`config.mk`:
```
export PLATFORM = sky130hd
export DESIGN_NAME = rggen_atomic_register_common_flat
export DESIGN_NICKNAME = d
export VERILOG_FILES = /design/src/rtl/rggen_atomic_register_common_if.sv /design/src/rtl/rggen_atomic_register_common.sv /design/src/flat_wrapper.sv
export SDC_FILE = /design/constraint.sdc
export NUM_CORES = 1
export LEC_CHECK = 0
export BUFFER_PORTS_ARGS = -buffer_cell sky130_fd_sc_hd__clkbuf_2
export CAP_MARGIN = 40
export CORE_AREA = 3 3 107 109
export CTS_BUF_LIST = sky130_fd_sc_hd__clkbuf_8
export CTS_CLUSTER_SIZE = 14
export DETAILED_ROUTE_END_ITERATION = 10
export DIE_AREA = 0 0 110 112
export MAX_ROUTING_LAYER = met4
export PLACE_DENSITY = 0.44
export SLEW_MARGIN = 25
export SYNTH_ARGS = -nofsm -noshare
export SYNTH_HDL_FRONTEND = slang
export SYNTH_SLANG_ARGS = --single-unit
```
`constraint.sdc`:
```
create_clock -name i_clk -period 2.53 [get_ports i_clk]
set_input_delay 0.1265 -clock i_clk [delete_from_list [all_inputs] [get_ports i_clk]]
set_output_delay 0.1265 -clock i_clk [all_outputs]
set_load 0.005 [all_outputs]
```
`src/rtl/rggen_atomic_register_common_if.sv`:
```
// Register bus handshake for rggen_atomic_register_common.
// The master issues requests; the slave (the register) answers with ready, status and read data.
interface rggen_atomic_register_common_if #(
  parameter int ADDRESS_WIDTH = 8,
  parameter int BUS_WIDTH     = 32
);
  logic                     i_register_valid;
  logic [1:0]               i_register_access;
  logic [ADDRESS_WIDTH-1:0] i_register_address;
  logic [BUS_WIDTH-1:0]     i_register_write_data;
  logic [BUS_WIDTH-1:0]     i_register_strobe;
  logic                     o_register_active;
  logic                     o_register_ready;
  logic [1:0]               o_register_status;
  logic [BUS_WIDTH-1:0]     o_register_read_data;

  modport master (
    output i_register_valid, i_register_access, i_register_address,
           i_register_write_data, i_register_strobe,
    input  o_register_active, o_register_ready, o_register_status, o_register_read_data
  );

  modport slave (
    input  i_register_valid, i_register_access, i_register_address,
           i_register_write_data, i_register_strobe,
    output o_register_active, o_register_ready, o_register_status, o_register_read_data
  );
endinterface

```
`src/rtl/rggen_atomic_register_common.sv`:
```
// Multi-word register front end: address decode, ready latency, write staging so that
// wide registers update in one shot, and read snapshots so upper words are coherent.
module rggen_atomic_register_common #(
  parameter bit READABLE             = 1'b1,
  parameter bit WRITABLE             = 1'b1,
  parameter int ADDRESS_WIDTH        = 8,
  parameter int OFFSET_ADDRESS       = 0,
  parameter int BUS_WIDTH            = 32,
  parameter int DATA_WIDTH           = BUS_WIDTH,
  parameter bit ATOMIC_WRITE         = 1'b1,
  parameter bit ATOMIC_READ          = 1'b1,
  parameter int WAIT_CYCLES          = 0,
  parameter bit USE_ADDITIONAL_MATCH = 1'b0,
  parameter bit USE_ADDITIONAL_MASK  = 1'b0
) (
  input  logic                  i_clk,
  input  logic                  i_rst,
  rggen_atomic_register_common_if.slave register_if,
  input  logic                  i_additional_match,
  input  logic [BUS_WIDTH-1:0]  i_additional_mask,
  output logic                  o_bit_field_write_valid,
  output logic                  o_bit_field_read_valid,
  output logic [DATA_WIDTH-1:0] o_bit_field_mask,
  output logic [DATA_WIDTH-1:0] o_bit_field_write_data,
  input  logic [DATA_WIDTH-1:0] i_bit_field_read_data,
  input  logic [DATA_WIDTH-1:0] i_bit_field_value
);
  localparam int WORDS = DATA_WIDTH / BUS_WIDTH;
  localparam int LSB   = $clog2(BUS_WIDTH / 8);
  localparam bit ATOMIC_WRITE_EN = ATOMIC_WRITE && (WORDS > 1);
  localparam bit ATOMIC_READ_EN  = ATOMIC_READ && (WORDS > 1);
  // The request cycle itself is the first wait cycle, so ready lands WAIT_CYCLES after valid.
  localparam logic [3:0] WAIT_LOAD = 4'((WAIT_CYCLES > 0) ? WAIT_CYCLES - 1 : 0);

  typedef enum logic {ST_IDLE, ST_WAIT} state_e;

  state_e                state_q;
  logic [3:0]            count_q;
  logic [DATA_WIDTH-1:0] stage_data_q, stage_data_d;
  logic [DATA_WIDTH-1:0] stage_mask_q, stage_mask_d;
  logic [DATA_WIDTH-1:0] snapshot_q, snapshot_d;
  logic                  snap_valid_q, snap_valid_d;

  logic [WORDS-1:0]      hit;
  logic                  write_access, access_ok, extra_ok, request, ready;
  logic [BUS_WIDTH-1:0]  word_mask, read_data, live_lane, snap_lane;
  logic [DATA_WIDTH-1:0] lane_mask, lane_full, write_rep;
  logic                  unused_bits;

  assign write_access = register_if.i_register_access[0];
  assign access_ok    = write_access ? WRITABLE : READABLE;
  assign extra_ok     = USE_ADDITIONAL_MATCH ? i_additional_match : 1'b1;
  assign word_mask    = register_if.i_register_strobe &
                        (USE_ADDITIONAL_MASK ? i_additional_mask : {BUS_WIDTH{1'b1}});
  assign write_rep    = {WORDS{register_if.i_register_write_data}};
  assign unused_bits  = ^{register_if.i_register_access[1], register_if.i_register_address};

  for (genvar k = 0; k < WORDS; k++) begin : g_match
    localparam logic [ADDRESS_WIDTH-1:0] WORD_ADDR =
      ADDRESS_WIDTH'(OFFSET_ADDRESS + k * (BUS_WIDTH / 8));
    assign hit[k] = (register_if.i_register_address[ADDRESS_WIDTH-1:LSB] ==
                     WORD_ADDR[ADDRESS_WIDTH-1:LSB]) && access_ok && extra_ok;
  end

  assign request = register_if.i_register_valid && (|hit);

  always_comb begin
    ready = 1'b0;
    if (!i_rst) begin
      case (state_q)
        ST_IDLE: ready = request && (WAIT_CYCLES == 0);
        ST_WAIT: ready = request && (count_q == 4'd0);
        default: ready = 1'b0;
      endcase
    end
  end

  always_ff @(posedge i_clk) begin
    if (i_rst) begin
      state_q <= ST_IDLE;
      count_q <= 4'd0;
    end else begin
      case (state_q)
        ST_IDLE: begin
          if (request && (WAIT_CYCLES != 0)) begin
            state_q <= ST_WAIT;
            count_q <= WAIT_LOAD;
          end
        end
        ST_WAIT: begin
          if (!request || (count_q == 4'd0)) begin
            state_q <= ST_IDLE;
            count_q <= 4'd0;
          end else begin
            count_q <= count_q - 4'd1;
          end
        end
        default: begin
          state_q <= ST_IDLE;
          count_q <= 4'd0;
        end
      endcase
    end
  end

  // Spread the current bus word into its lane of the full-width register.
  always_comb begin
    lane_mask = '0;
    lane_full = '0;
    live_lane = '0;
    snap_lane = '0;
    for (int k = 0; k < WORDS; k++) begin
      if (hit[k]) begin
        lane_mask[k*BUS_WIDTH +: BUS_WIDTH] = word_mask;
        lane_full[k*BUS_WIDTH +: BUS_WIDTH] = '1;
        live_lane = i_bit_field_read_data[k*BUS_WIDTH +: BUS_WIDTH];
        snap_lane = snapshot_q[k*BUS_WIDTH +: BUS_WIDTH];
      end
    end
  end

  always_comb begin
    o_bit_field_write_valid = 1'b0;
    o_bit_field_read_valid  = 1'b0;
    o_bit_field_mask        = '0;
    o_bit_field_write_data  = '0;
    read_data               = '0;
    stage_data_d            = stage_data_q;
    stage_mask_d            = stage_mask_q;
    snapshot_d              = snapshot_q;
    snap_valid_d            = snap_valid_q;
    if (ready && write_access) begin
      if (!ATOMIC_WRITE_EN) begin
        o_bit_field_write_valid = 1'b1;
        o_bit_field_mask        = lane_mask;
        o_bit_field_write_data  = write_rep;
      end else if (hit[WORDS-1]) begin
        o_bit_field_write_valid = 1'b1;
        o_bit_field_mask        = stage_mask_q | lane_mask;
        o_bit_field_write_data  = (stage_data_q & ~lane_mask) | (write_rep & lane_mask);
        stage_mask_d            = '0;
      end else begin
        stage_data_d = (stage_data_q & ~lane_mask) | (write_rep & lane_mask);
        stage_mask_d = stage_mask_q | lane_mask;
      end
      if (o_bit_field_write_valid) begin
        snap_valid_d = 1'b0;
      end
    end else if (ready) begin
      if (ATOMIC_READ_EN && hit[0]) begin
        o_bit_field_read_valid = 1'b1;
        o_bit_field_mask       = '1;
        read_data              = live_lane;
        snapshot_d             = i_bit_field_read_data;
        snap_valid_d           = 1'b1;
      end else if (ATOMIC_READ_EN && snap_valid_q) begin
        read_data = snap_lane;
      end else begin
        o_bit_field_read_valid = 1'b1;
        o_bit_field_mask       = lane_full;
        read_data              = live_lane;
      end
    end
  end

  always_ff @(posedge i_clk) begin
    if (i_rst) begin
      stage_data_q <= '0;
      stage_mask_q <= '0;
      snapshot_q   <= '0;
      snap_valid_q <= 1'b0;
    end else begin
      stage_data_q <= stage_data_d;
      stage_mask_q <= stage_mask_d;
      snapshot_q   <= snapshot_d;
      snap_valid_q <= snap_valid_d;
    end
  end

  assign register_if.o_register_active    = |hit;
  assign register_if.o_register_ready     = ready;
  assign register_if.o_register_status    = 2'b00;
  assign register_if.o_register_read_data = read_data;
endmodule

```
`src/flat_wrapper.sv`:
```
// flat-port wrapper written by rule: the top's interface ports become plain ports
module rggen_atomic_register_common_flat 
#(
  parameter bit READABLE             = 1'b1,
  parameter bit WRITABLE             = 1'b1,
  parameter int ADDRESS_WIDTH        = 8,
  parameter int OFFSET_ADDRESS       = 0,
  parameter int BUS_WIDTH            = 32,
  parameter int DATA_WIDTH           = BUS_WIDTH,
  parameter bit ATOMIC_WRITE         = 1'b1,
  parameter bit ATOMIC_READ          = 1'b1,
  parameter int WAIT_CYCLES          = 0,
  parameter bit USE_ADDITIONAL_MATCH = 1'b0,
  parameter bit USE_ADDITIONAL_MASK  = 1'b0
)
  (i_clk, i_rst, i_additional_match, i_additional_mask, o_bit_field_write_valid, o_bit_field_read_valid, o_bit_field_mask, o_bit_field_write_data, i_bit_field_read_data, i_bit_field_value, register_if_i_register_valid, register_if_i_register_access, register_if_i_register_address, register_if_i_register_write_data, register_if_i_register_strobe, register_if_o_register_active, register_if_o_register_ready, register_if_o_register_status, register_if_o_register_read_data);
  rggen_atomic_register_common_if #(.ADDRESS_WIDTH(ADDRESS_WIDTH), .BUS_WIDTH(BUS_WIDTH)) register_if_i ();
  input  logic i_clk;
  input  logic i_rst;
  input  logic i_additional_match;
  input  logic [BUS_WIDTH-1:0] i_additional_mask;
  output logic o_bit_field_write_valid;
  output logic o_bit_field_read_valid;
  output logic [DATA_WIDTH-1:0] o_bit_field_mask;
  output logic [DATA_WIDTH-1:0] o_bit_field_write_data;
  input  logic [DATA_WIDTH-1:0] i_bit_field_read_data;
  input  logic [DATA_WIDTH-1:0] i_bit_field_value;
  input wire logic [$bits(register_if_i.i_register_valid)-1:0] register_if_i_register_valid;
  input wire logic [$bits(register_if_i.i_register_access)-1:0] register_if_i_register_access;
  input wire logic [$bits(register_if_i.i_register_address)-1:0] register_if_i_register_address;
  input wire logic [$bits(register_if_i.i_register_write_data)-1:0] register_if_i_register_write_data;
  input wire logic [$bits(register_if_i.i_register_strobe)-1:0] register_if_i_register_strobe;
  output wire logic [$bits(register_if_i.o_register_active)-1:0] register_if_o_register_active;
  output wire logic [$bits(register_if_i.o_register_ready)-1:0] register_if_o_register_ready;
  output wire logic [$bits(register_if_i.o_register_status)-1:0] register_if_o_register_status;
  output wire logic [$bits(register_if_i.o_register_read_data)-1:0] register_if_o_register_read_data;
  assign register_if_i.i_register_valid = register_if_i_register_valid;
  assign register_if_i.i_register_access = register_if_i_register_access;
  assign register_if_i.i_register_address = register_if_i_register_address;
  assign register_if_i.i_register_write_data = register_if_i_register_write_data;
  assign register_if_i.i_register_strobe = register_if_i_register_strobe;
  assign register_if_o_register_active = register_if_i.o_register_active;
  assign register_if_o_register_ready = register_if_i.o_register_ready;
  assign register_if_o_register_status = register_if_i.o_register_status;
  assign register_if_o_register_read_data = register_if_i.o_register_read_data;
  rggen_atomic_register_common #(.READABLE(READABLE), .WRITABLE(WRITABLE), .ADDRESS_WIDTH(ADDRESS_WIDTH), .OFFSET_ADDRESS(OFFSET_ADDRESS), .BUS_WIDTH(BUS_WIDTH), .DATA_WIDTH(DATA_WIDTH), .ATOMIC_WRITE(ATOMIC_WRITE), .ATOMIC_READ(ATOMIC_READ), .WAIT_CYCLES(WAIT_CYCLES), .USE_ADDITIONAL_MATCH(USE_ADDITIONAL_MATCH), .USE_ADDITIONAL_MASK(USE_ADDITIONAL_MASK)) u_core (.i_clk(i_clk), .i_rst(i_rst), .register_if(register_if_i), .i_additional_match(i_additional_match), .i_additional_mask(i_additional_mask), .o_bit_field_write_valid(o_bit_field_write_valid), .o_bit_field_read_valid(o_bit_field_read_valid), .o_bit_field_mask(o_bit_field_mask), .o_bit_field_write_data(o_bit_field_write_data), .i_bit_field_read_data(i_bit_field_read_data), .i_bit_field_value(i_bit_field_value));
endmodule
```
### Word level (Yosys, flattened, before mapping)

Cells that the tools add are included.

| word-level totals | value |
|---|---|
| register bits | 5 |
| latch bits | 0 |
| bits in writable memories | 0 |
| memory bits (read-only) | 0 |
| bits of input ports | 174 |
| memories kept | 0 |

| cells by class | value |
|---|---|
| add/sub/neg operators | 1 |
| multipliers | 0 |
| div/mod/pow operators | 0 |
| order comparisons | 0 |
| equal/unequal tests | 0 |
| shifts and indexed selects | 0 |
| mux-type cells | 15 |
| bitwise gates (word level) | 1 |
| reductions and logical operators | 8 |

Operators with widths:

| kind | number |
|---|---|
| 32-bit 2-to-1 mux | 8 |
| 6-bit zero test | 1 |
| 1-bit 2-to-1 mux | 5 |
| 4-bit zero test | 1 |
| 4-bit 2-to-1 mux | 1 |
| 4-bit by 1-bit subtractor with 4-bit output (second input constant) | 1 |
| 1-bit logical AND | 3 |
| 1-bit one-hot mux with 2 select lines | 1 |
| 2-bit OR reduction | 1 |
| 1-bit zero test | 1 |
| 1-bit logical OR | 1 |
| 1-bit inverter | 1 |

### Longest topological paths before layout

| depth | value |
|---|---|
| depth in word-level cells | 7 |
| mapped depth | 7 |

### Worst setup path after synthesis

OpenSTA, ideal clock, no wires.

| timing | value |
|---|---|
| kind | flip-flop to output port |
| from | register u_core.count_q[0] |
| to | output register_if_o_register_read_data[22] |
| arrival time | 1.733 ns |
| data required time | 2.404 ns |
| setup slack | 0.670 ns |
| stages on the path, launching flop included | 7 |
| buffers on the path | 1 |
| cells stage by stage | dfxtp_1 -> inv_1 -> ha_1 -> or3b_1 -> a2111oi_4 -> buf_6 -> and2_1 |

| on the way | value |
|---|---|
| longest elaborated chain between the ends | 6 |

RTL lines:

| element | RTL line | source |
|---|---|---|
| start: declaration | rggen_atomic_register_common.sv:38 | `logic [3:0] count_q;` |
| start signal: assignment | rggen_atomic_register_common.sv:95 | `count_q <= count_q - 4'd1;` |
| 4-bit zero test * | rggen_atomic_register_common.sv:72 | `ST_WAIT: ready = request && (count_q == 4'd0);` |
| 1-bit logical AND * | rggen_atomic_register_common.sv:72 |  |
| 1-bit one-hot mux with 2 select lines * | rggen_atomic_register_common.sv:70 | `case (state_q)` |
| 1-bit 2-to-1 mux * | rggen_atomic_register_common.sv:69 | `if (!i_rst) begin` |
| 32-bit 2-to-1 mux or 1-bit logical AND (tied branches) | rggen_atomic_register_common.sv:149, rggen_atomic_register_common.sv:132 |  |
| 32-bit 2-to-1 mux * | rggen_atomic_register_common.sv:132 | `if (ready && write_access) begin` |
| end: declaration | flat_wrapper.sv:36 | `output wire logic [$bits(register_if_i.o_register_read_data)-1:0] register_if_o_register_read_data;` |

Mark *: on every way between the ends. The rest lies on a longest branch, timed or not.

### Worst setup path after layout

| timing | value |
|---|---|
| from | register u_core.count_q[0] |
| to | output o_bit_field_mask[9] |

| on the way | value |
|---|---|
| longest elaborated chain between the ends | 6 |

RTL lines:

| element | RTL line | source |
|---|---|---|
| 4-bit zero test * | rggen_atomic_register_common.sv:72 |  |
| 1-bit logical AND * | rggen_atomic_register_common.sv:72 |  |
| 1-bit one-hot mux with 2 select lines * | rggen_atomic_register_common.sv:70 |  |
| 1-bit 2-to-1 mux * | rggen_atomic_register_common.sv:69 |  |
| 32-bit 2-to-1 mux or 1-bit logical AND (tied branches) | rggen_atomic_register_common.sv:149, rggen_atomic_register_common.sv:132 |  |
| 32-bit 2-to-1 mux * | rggen_atomic_register_common.sv:132 |  |
| end: declaration | flat_wrapper.sv:24 | `output logic [DATA_WIDTH-1:0] o_bit_field_mask;` |

Marks and branches as above.

==> impl_metrics.yaml <==
grt:
  grt_max_degree: 47
  first_global_vias: 1624
  grt_remaining_overflow: 0
  grt_use_total_pct: 7.10
  antenna_found_initial: 0
  grt_pass1_wl_um: 7070
layout:
  n_antenna_cell: 0
  final_cell_mix: "clkbuf_2 (205), inv_1 (36), and2_1 (33)"
  multi_input_area_um2: 744
  final_common_cell: "clkbuf_2"
  fill_cells: 1225
  final_nets: 550
  syn_to_final_growth_pct: 109
  drive_above_1_share_pct: 57.2
  seq_area_um2: 100
  final_cell_area_um2: 2250
synth:
  ys_seq_elements: 5
  synth_top_area_share_pct: 19.2
  synth_cell_types: 27
  seq_area_frac_synth_pct: 9.29
  synth_area_per_cell_um2: 6.02
  synth_cells: 179
  syn_area_um2: 1080
  synth-warning-count: 0
  yosysTopAreaCell: "and2_1"
  synth.top_cells.by_area: "and2_1 (19%), and3_1 (19%), a21oi_1 (15%)"
critical_path:
  arrival_ps: 2200
  critical_path.top_delay_family: "compound AO/OA/AOI/OAI gates"
  cp_cell_sequence: "inv_1 > ha_1 > or3b_1 > a211o_1 > buf_4 > a21oi_1 > clkbuf_2"
  worstPathMaxFanout: 30
  critical_path.max_stage_delay_ps: 450
  cp_num_buf_inv: 3
  crit_path_top_delay_cell: "or3b_1"
  crit_type: "reg2out"
  worstPathRequired_ps: 2400
  worstSetupEndpointType: "output port"
  r2r_start: "u_core.count_q[0]"
  crit_path_start_kind: "flip-flop"
  crit_start: "u_core.count_q[0]"
detailed_routing:
  vias: 1918
  dr.pass1.iters: 5
  ant_nets: 0
  drt_iter0_markers: 29
  wire_per_inst_um: 9.87
  finalWirelength_um: 5070
  via_per_inst: 3.73
  drc: 0
power_and_ir_drop:
  ir_drop_v: 0.000124
  p_per_area_nw_per_um2: 148
  p_leak_nw: 1.58
floorplan:
  ios: 276
  rows: 38
  dieHeight_um: 112
  start_util_pct: 10.1
  fp.dieW_um: 110
  die_area_um2: 12300
  core-area_um2: 10700
sta:
  max_freq_ghz: 0.430
  fin_setup_tns_ps: 0
  report.final.setup_viol: 0
  hold_violations: 0
  finalWorstSetupSlack_ps: 204
  fin_crit_sh_pct: 92.0
  fin_worst_skew_ps: 2.16
  maxSlewViolCount: 0
  period_minus_slack_ps: 2330
  worstMarginPinSlew_ps: 502
  hold_ws_ps: 244
  rsz0062_at_grt: "false"
  slew_headroom_pct: 66.5
flow_run:
  cap_violations: 0
clock_network:
  clockBufferDepth: 2
  h-tree-depth: 1
  tritoncts: "done"
  insertion_delay_ps: 220
  clk_pin_slew_ps: 40
  cts_root_buf: "clkbuf_8"
  numCtsBuffers: 3
  clock_sinks: 5
place:
  gp_congestion: 0.749
  hpwl_um: 4440
  dp_slack_ps: 319
  portBuffers: 205
  dpl_cell_area_um2: 2200
hold_path:
  hp-start: "i_rst"
  hold_class: "in2reg"
status:
  run_status: "complete, no violations"
through the flow:
stage	total power, mW	instances	util, %
final	0.333	514	21.0
after global routing	0.360	514	21.0
after CTS	0.340	514	21.0
after detailed placement	0.194	510	20.6
after global placement	0.193	510	20.6
after floorplan	0.112	180	-
worst paths after layout:
| check | slack [ps] | depth (start not counted) | end |
|---|---|---|---|
| worst max-delay path | 200 | 7 | o_bit_field_mask[9] |
| worst min-delay path | 240 | 4 | u_core.count_q[0] |
| worst max register to register | 1140 | 5 | u_core.count_q[3] |
| worst min register to register | 480 | 2 | u_core.count_q[1] |
what timing repair did:
action / CTS / global route
hold buffers: 0 / 0
setup endpoints to repair: 0 / 33
setup buffers: 0 / 0
gates resized for setup: 0 / 2
area by class of cell:
cell class | count | share of cell area, %
clock buffer | 3 | 1.83
clock inverter | 1 | 0.167
inverter | 36 | 6.11
multi-input combinational | 121 | 33.1
sequential | 5 | 4.45
tap | 140 | 7.78
timing repair buffer | 208 | 46.6
Yosys cell counts, drive strengths merged:
cell and count:
inv 36, and2 33, a21oi 32, and3 32
clkbuf 10, buf 8, dfxtp 5, nand2 3
nor2 3, nor4b 2, o21ai 2, a2111oi 1
a211o 1, a31oi 1, conb 1, ha 1
nand4 1, nor3 1, nor4 1, or3b 1
or4 1, or4b 1, xnor2 1, xor2 1
power by group:
group          leakage [nW]  internal, mW   switching, mW
Clock                0.0269         0.104          0.0368
Sequential           0.0402        0.0793  0.000000000170
Combinational          1.52        0.0668          0.0461
Total                  1.58         0.250          0.0829
routing by layer:
layer / vias to the layer above / track usage [%] / wire [um]
met3: 2 / 0.696 / 631
met1: 826 / 7.71 / 1900
li1: 958 / - / -
met4: 0 / 1.50 / 27
met2: 132 / 13.6 / 2510
met5: - / - / 0
tightest hold or removal path, stage by stage:
cell and delay (ps):
clkbuf_2 100, nor2_1 60, nand2_1 60, o21ai_0 60
flip-flops by register name, summed over array words and instances (netlist names):
| signal | cells |
|---|---|
| u_core.count_q | 4 |
| u_core.state_q | 1 |
cells by family (layout without fill, tap and decap cells):
family / count (synthesis) / after routing / synth area share, %
AOI/OAI and AO/OA: 37 / 37 / 19.7
xor gates and xnor gates: 2 / 2 / 1.63
adders and majority gates: 1 / 1 / 1.16
buffers and inverters: 54 / 248 / 22.0
DFF: 5 / 5 / 9.29
other: 1 / 2 / 0.348
and+or+nand+nor: 79 / 79 / 45.9
Power figures use the tool's default switching activity.
